[src/rtl/pulse_capture_multi.sv]
// Multi-channel pulse timestamper: per-channel edge FSMs produce {channel, center, width}
// records, merged round-robin through 1-entry pending slots into a show-ahead output FIFO.
module pulse_capture_multi #(
    parameter int WIDTH      = 32,
    parameter int CHANNELS   = 4,
    parameter int FIFO_DEPTH = 8,
    parameter int MIN_WIDTH  = 2,
    parameter int MAX_WIDTH  = 2**20,
    parameter int CHW        = (CHANNELS > 1) ? $clog2(CHANNELS) : 1
) (
    input  logic                          clk,
    input  logic                          rst,
    input  logic                          enable,
    input  logic [CHANNELS-1:0]           sig_in,
    input  logic [WIDTH-1:0]              counter,
    output logic                          out_valid,
    input  logic                          out_ready,
    output logic [CHW-1:0]                out_channel,
    output logic [WIDTH-1:0]              out_center,
    output logic [WIDTH-1:0]              out_width,
    output logic [$clog2(FIFO_DEPTH):0]   fifo_level,
    output logic                          overflow,
    input  logic                          overflow_clr
);
    localparam int AW = $clog2(FIFO_DEPTH);
    localparam int LW = AW + 1;

    localparam logic [1:0] ST_IDLE  = 2'd0;
    localparam logic [1:0] ST_HIGH  = 2'd1;
    localparam logic [1:0] ST_STUCK = 2'd2;

    // Widths are compared in 64 bits so MAX_WIDTH may exceed the counter range.
    function automatic logic at_least(input logic [WIDTH-1:0] w, input longint lim);
        return longint'(w) >= lim;
    endfunction

    logic [CHANNELS-1:0] sig_d_q;
    logic [1:0]          state_q [CHANNELS];
    logic [1:0]          state_d [CHANNELS];
    logic [WIDTH-1:0]    start_q [CHANNELS];
    logic [WIDTH-1:0]    start_d [CHANNELS];
    logic [WIDTH-1:0]    dur     [CHANNELS];
    logic [WIDTH-1:0]    rec_center [CHANNELS];
    logic [CHANNELS-1:0] rec_new;

    logic [CHANNELS-1:0] pend_vld_q, pend_vld_d, pend_load, drop;
    logic [WIDTH-1:0]    pend_center_q [CHANNELS];
    logic [WIDTH-1:0]    pend_width_q  [CHANNELS];

    logic [CHW-1:0]      last_grant_q, grant_idx;
    logic [CHANNELS-1:0] grant;
    logic                found, push, pop, full;

    logic [CHW-1:0]      mem_ch_q     [FIFO_DEPTH];
    logic [WIDTH-1:0]    mem_center_q [FIFO_DEPTH];
    logic [WIDTH-1:0]    mem_width_q  [FIFO_DEPTH];
    logic [AW-1:0]       wr_ptr_q, rd_ptr_q;
    logic [LW-1:0]       count_q;
    logic                overflow_q;

    always_comb begin
        for (int i = 0; i < CHANNELS; i++) begin
            dur[i]        = counter - start_q[i];
            rec_center[i] = start_q[i] + (dur[i] >> 1);
        end
    end

    // Per-channel FSM: detect cycle is the stage feeding the pending slot register.
    always_comb begin
        for (int i = 0; i < CHANNELS; i++) begin
            state_d[i] = state_q[i];
            start_d[i] = start_q[i];
            rec_new[i] = 1'b0;
            if (!enable) begin
                state_d[i] = ST_IDLE;
            end else begin
                case (state_q[i])
                    ST_IDLE: begin
                        if (sig_in[i] && !sig_d_q[i]) begin
                            state_d[i] = ST_HIGH;
                            start_d[i] = counter;
                        end
                    end
                    ST_HIGH: begin
                        if (!sig_in[i]) begin
                            state_d[i] = ST_IDLE;
                            rec_new[i] = at_least(dur[i], longint'(MIN_WIDTH));
                        end else if (at_least(dur[i], longint'(MAX_WIDTH))) begin
                            state_d[i] = ST_STUCK;
                        end
                    end
                    ST_STUCK: begin
                        if (!sig_in[i]) state_d[i] = ST_IDLE;
                    end
                    default: state_d[i] = ST_IDLE;
                endcase
            end
        end
    end

    assign out_valid = (count_q != '0);
    assign pop       = out_valid && out_ready;
    assign full      = (count_q == LW'(FIFO_DEPTH));

    always_comb begin
        found     = 1'b0;
        grant_idx = last_grant_q;
        grant     = '0;
        for (int k = 1; k <= CHANNELS; k++) begin
            if (!found && pend_vld_q[CHW'((int'(last_grant_q) + k) % CHANNELS)]) begin
                found     = 1'b1;
                grant_idx = CHW'((int'(last_grant_q) + k) % CHANNELS);
            end
        end
        push = found && (!full || pop);
        if (push) grant[grant_idx] = 1'b1;
    end

    // A slot freed by this cycle's grant can accept a new record in the same cycle.
    always_comb begin
        for (int i = 0; i < CHANNELS; i++) begin
            pend_vld_d[i] = pend_vld_q[i] & ~grant[i];
            drop[i]       = rec_new[i] & pend_vld_d[i];
            pend_load[i]  = rec_new[i] & ~pend_vld_d[i];
            if (pend_load[i]) pend_vld_d[i] = 1'b1;
        end
    end

    always_ff @(posedge clk) begin
        if (rst) begin
            sig_d_q      <= '0;
            pend_vld_q   <= '0;
            last_grant_q <= CHW'(CHANNELS - 1);
            wr_ptr_q     <= '0;
            rd_ptr_q     <= '0;
            count_q      <= '0;
            overflow_q   <= 1'b0;
            for (int i = 0; i < CHANNELS; i++) state_q[i] <= ST_IDLE;
        end else begin
            sig_d_q    <= sig_in;
            pend_vld_q <= pend_vld_d;
            for (int i = 0; i < CHANNELS; i++) state_q[i] <= state_d[i];
            if (push) last_grant_q <= grant_idx;
            wr_ptr_q <= wr_ptr_q + AW'(push);
            rd_ptr_q <= rd_ptr_q + AW'(pop);
            count_q  <= count_q + LW'(push) - LW'(pop);
            if (|drop)             overflow_q <= 1'b1;
            else if (overflow_clr) overflow_q <= 1'b0;
        end
    end

    always_ff @(posedge clk) begin
        for (int i = 0; i < CHANNELS; i++) begin
            start_q[i] <= start_d[i];
            if (pend_load[i]) begin
                pend_center_q[i] <= rec_center[i];
                pend_width_q[i]  <= dur[i];
            end
        end
        if (push) begin
            mem_ch_q[wr_ptr_q]     <= grant_idx;
            mem_center_q[wr_ptr_q] <= pend_center_q[grant_idx];
            mem_width_q[wr_ptr_q]  <= pend_width_q[grant_idx];
        end
    end

    assign out_channel = out_valid ? mem_ch_q[rd_ptr_q]     : '0;
    assign out_center  = out_valid ? mem_center_q[rd_ptr_q] : '0;
    assign out_width   = out_valid ? mem_width_q[rd_ptr_q]  : '0;
    assign fifo_level  = count_q;
    assign overflow    = overflow_q;

endmodule
[config.mk]
export PLATFORM = sky130hd
export DESIGN_NAME = pulse_capture_multi
export DESIGN_NICKNAME = d
export VERILOG_FILES = /design/src/rtl/pulse_capture_multi.sv
export SDC_FILE = /design/constraint.sdc
export NUM_CORES = 1
export LEC_CHECK = 0
export CAP_MARGIN = 10
export CORE_MARGIN = 3
export CORE_UTILIZATION = 60
export CTS_BUF_LIST = sky130_fd_sc_hd__clkbuf_2 sky130_fd_sc_hd__clkbuf_4 sky130_fd_sc_hd__clkbuf_8
export CTS_CLUSTER_DIAMETER = 60
export DETAILED_ROUTE_END_ITERATION = 8
export DONT_BUFFER_PORTS = 1
export PLACE_DENSITY = 0.76
export SLEW_MARGIN = 5
export SYNTH_ARGS = -nofsm -noshare
export SYNTH_HDL_FRONTEND = slang
export SYNTH_SLANG_ARGS = --single-unit
[constraint.sdc]
create_clock -name clk -period 19.53 [get_ports clk]
set_clock_uncertainty 0.15 [all_clocks]
set_input_delay 0.9765 -clock clk [delete_from_list [all_inputs] [get_ports clk]]
set_output_delay 0.9765 -clock clk [all_outputs]
set_load 0.05 [all_outputs]
==> results by stage <==
Status:
- The run finished with clean final reports.

Power and ir drop:
- Dividing total power by cell area gives a power density of 109.8 mW/mm^2.
- The analysis attributes to cell leakage a power of roughly 0.019 uW.
- The worst voltage drop across the vdd grid is approximately 140 uV.

Logic synthesis:
- The synthesized area is slightly below 0.05 sq mm.
- The most common flop cell mapped by yosys is edfxtp_1.
- In this run the mean area of a mapped cell was about 14 sq um.
- The xor/xnor share of the synthesized area is 0.03673.
- The proportion of netlist area held by the largest area contributor is 0.5686.
- In this run, distinct cell masters in the synthesized netlist total between 100 and 150.
- Yosys mapped a number of flops with a built-in enable equal to 912.
- The synthesis warning total is 0.
- The largest area contributor in the netlist is edfxtp_1.
- The gate count after technology mapping is between 3000 and 4000.
- Sorting the synthesized cells by area gives the leading types as edfxtp_1 57%, mux4_2 9.2%, ha_1 6.6%.
- The sequential cell area fraction in the yosys report is 0.5806.
- Of the total synthesized cell area, the portion taken by AND, OR, NAND and NOR gates is 0.07964.
- The share of cell area taken by muxes after synthesis is 0.1073.
- The post-synthesis compound-gate area fraction is 0.1015.
- The adder-cell area share of the yosys netlist is 0.07050.
- In this run, synthesis produced a sequential element count of 941.
- The combinational family with the most area after synthesis is multiplexers.
- Counting flops with an async set or reset pin after synthesis yields a share of 0.
- The net count of the mapped netlist is about 3800.

Job:
- Across the run, the number of max-cap violations was 0.

Setup path:
- The capture instance of the worst register-to-register path is pend_center_q[2][29].
- The worst register-to-register path begins at start_q[2][1].
- The number of cells on the worst reg-to-reg path is 21.
- STA puts the critical path data arrival time at about 7 ns.
- The setup check on the worst reg-to-reg path leaves a slack of 13.05 ns.
- In this run the worst setup path terminates at pend_center_q[2][29].
- Of all nets on the critical path, the largest fanout is 5.
- The launching instance or port of the critical path is start_q[2][1].
- The worst setup path is captured at a register.
- The worst setup path is launched from a register.
- The type of the worst setup path is register to register.
- At the worst endpoint, the required time is between 15 and 20 ns.

Die:
- The number of top-level pins is around 110.
- The width of the chip is around 290 microns.
- The row count is approximately 100.
- The die is 289.3 microns tall.
- The region available for standard cell placement spans 0.07926 sq mm.
- The overall die area is ~0.084 sq mm.
- The starting utilization of the core area is 0.6077.

Clock network:
- Buffers added to address setup during post-CTS repair amount to 0.
- The total CTS buffers is around 160.
- The tree is rooted in a clkbuf_8.
- After clock tree synthesis, the clock-pin slew on the worst setup and hold paths is around 0.06 ns.
- TritonCTS built the clock tree.
- The total of cells resized after clock tree synthesis is 0.
- At the later pin of the worst-skew pair, clock insertion delay measures 0.81 ns.
- After clock tree synthesis, the flow added hold-fix buffers numbering 0.
- The maximum root-to-sink buffer count is 3.
- The H-tree depth is 4.
- The total clock sinks is between 900 and 1000.

Drt:
- The count of unresolved DRC violations after routing is 0.
- The number of optimization iterations in the first detailed-route pass is 6.
- The routed via count divided by cell count is around 6.5.
- The average wire per standard cell is approximately 26 microns.
- The total wirelength of the detailed-routed design is ~120 mm.
- Once detail routing completed, the nets flagged for antenna violations numbered 0.
- Summing over every cut layer, the via total after detailed routing is just over 30000.
- The initial detailed-routing violation count is 3055.

Finish:
- The relative area change from synthesis to final layout is 9.102%.
- The top cell types in the final layout, fill and taps aside, are 912 x edfxtp_1, 253 x ha_1, 226 x nor2_1.
- Leaving out fill and tap cells, the most frequent cell in the layout is edfxtp_1.
- In the final design database the tool counted 3860 nets.
- Of the cells placed in the final design, the portion with a size suffix greater than 1 is 0.1500.
- At the end of the flow the core is filled with cells to 0.6630.
- Summing all non-filler instances in the final layout gives an area of ~0.053 sq mm.

Global routing:
- The number of antenna violations at the first check in global routing is 8.
- In the global route stage, overall resource usage came out at 0.2981.
- After global routing the overflow that remains totals 0.
- The pin count of the biggest net entering global routing is between 70 and 80.
- The via count of the first global-routing pass is about 30000.
- The global-route wire length before repair is between 150 and 200 mm.

STA:
- The worst hold margin is about 0.083 ns.
- The worst pin sits at a relative slew slack of 0.2103.
- Dividing the final minimum period by the clock period gives 0.3316.
- The final critical delay including setup and external delays is around 6.5 ns.
- Setup repair after global routing left no endpoint under its margin.
- The final count of negative-setup-slack endpoints is 0.
- The final worst slack is around 13 ns.
- For the final routed database, the setup TNS stands at 0 ns.
- The max-slew violation count is 0.
- The maximum clock frequency is roughly 150 MHz.
- The number of hold violations in the final report is 0.
- At the pin with the least slew margin, the transition time is 1.177 ns.

Place:
- Summing all placed instances gives a cell area of 0.04946 sq mm.
- At the end of routability-driven placement, the weighted congestion stood at 0.9793.
- The worst setup timing slack at the placement stage is approximately 12 ns.
- Input and output buffers added on the ports amount to 0.
- The wire-length estimate of the detail-placed layout is 88.40 mm.

Hold path:
- The kind of path behind the tightest hold check is input pin to register.
[cell usage after synthesis (22+ instances only)]
cell type and count:
dfxtp_1 29, a211oi_1 35, nor2_1 227, mux2i_1 74, clkbuf_1 72, nand3_1 52, a21oi_1 217, nor3_1 47
mux4_2 196, and3_1 50, xor2_1 56, nand2_1 123, edfxtp_1 912, a31oi_1 22, inv_1 206, and2_1 28
xnor2_1 146, o21a_1 29, nand2b_1 34, o21ai_0 117, a21o_1 108, ha_1 253, nor2b_1 43, o21bai_1 26
[area by class of cell]
class	instances	area [sq um]
clock inverter	74	554.3
clock buffer	206	2535
tap	1050	1314
antenna	1	2.502
sequential	941	27980
fill	5512	26710
multi-input combinational	2219	19140
inverter	206	773.2
timing repair buffer	34	255.2
[critical path: stages, from the launching register on]
cell,delay (ns)
edfxtp_1,0.51
inv_1,0.08
ha_1,0.27
nor2b_1,0.16
o31ai_1,0.12
a21oi_1,0.33
a221oi_1,0.22
o31ai_1,0.70
nor2_1,0.18
xnor2_1,0.35
ha_1,0.35
and3_1,0.21
nand2_1,0.09
nor3b_1,0.29
o21ai_0,0.12
a31oi_1,0.38
o2111ai_1,0.21
maj3_1,0.42
a21oi_1,0.39
o21ai_0,0.35
nand4_1,0.19
o311ai_1,0.10
[where the power goes]
group          leakage, uW  internal (uW)  switching [uW]  total [uW]
sequential         0.00847           2320            75.0        2390
clock              0.00165            904             804        1710
combinational      0.00866            553            1120        1670
[cells by family (layout without fill, tap and decap cells)]
logic type / Yosys count / in the layout
flip-flops: 941 / 941
XOR/XNOR: 202 / 202
multiplexers: 271 / 271
buffers and inverters: 299 / 520
adder cells (fa/ha/maj): 267 / 267
AND/OR/NAND/NOR: 744 / 744
other: 0 / 1
AO/OA/AOI/OAI: 735 / 735
[metrics by stage]
| step | instances | total power (uW) |
|---|---|---|
| 3_3_place_gp | 4450 | 4050 |
| 6_report | 4731 | 5771 |
| 5_1_grt | 4731 | 6018 |
| 2_1_floorplan | 3459 | 3725 |
| 4_1_cts | 4730 | 5795 |
| 3_5_place_dp | 4450 | 4089 |
[layer usage]
layer | vias to the layer above | GRT usage | part of all wire
li1 | 13723 | - | -
met1 | 15414 | 0.4437 | 0.42
met2 | 1536 | 0.4587 | 0.46
met3 | 205 | 0.05035 | 0.095
met4 | 0 | 0.08430 | 0.023
met5 | - | 0 | 0
[state kept, by name (all words and copies together) (netlist names)]
signal,cells
sig_d_q,4
mem_ch_q,16
pend_vld_q,4
state_q,8
start_q,128
pend_width_q,128
mem_width_q,256
fifo_level,4
mem_center_q,256
wr_ptr_q,3
rd_ptr_q,3
pend_center_q,128
overflow,1
last_grant_q,2
[how the worst min path moves through the flow]
| stage | start | to | slack, ns | cells past startpoint |
|---|---|---|---|---|
| floorplan | state_q[0][1] | state_q[0][0] | 0.28 | 1 |
| global placement | state_q[3][1] | state_q[3][0] | 0.29 | 1 |
| detailed placement | state_q[0][1] | state_q[0][0] | 0.33 | 1 |
| CTS | rst | sig_d_q[0] | 0.01 | 1 |
| global route | rst | rd_ptr_q[2] | 0.04 | 1 |
| finish | rst | sig_d_q[0] | 0.08 | 1 |
No activity file was read; power rests on OpenSTA's default activity.
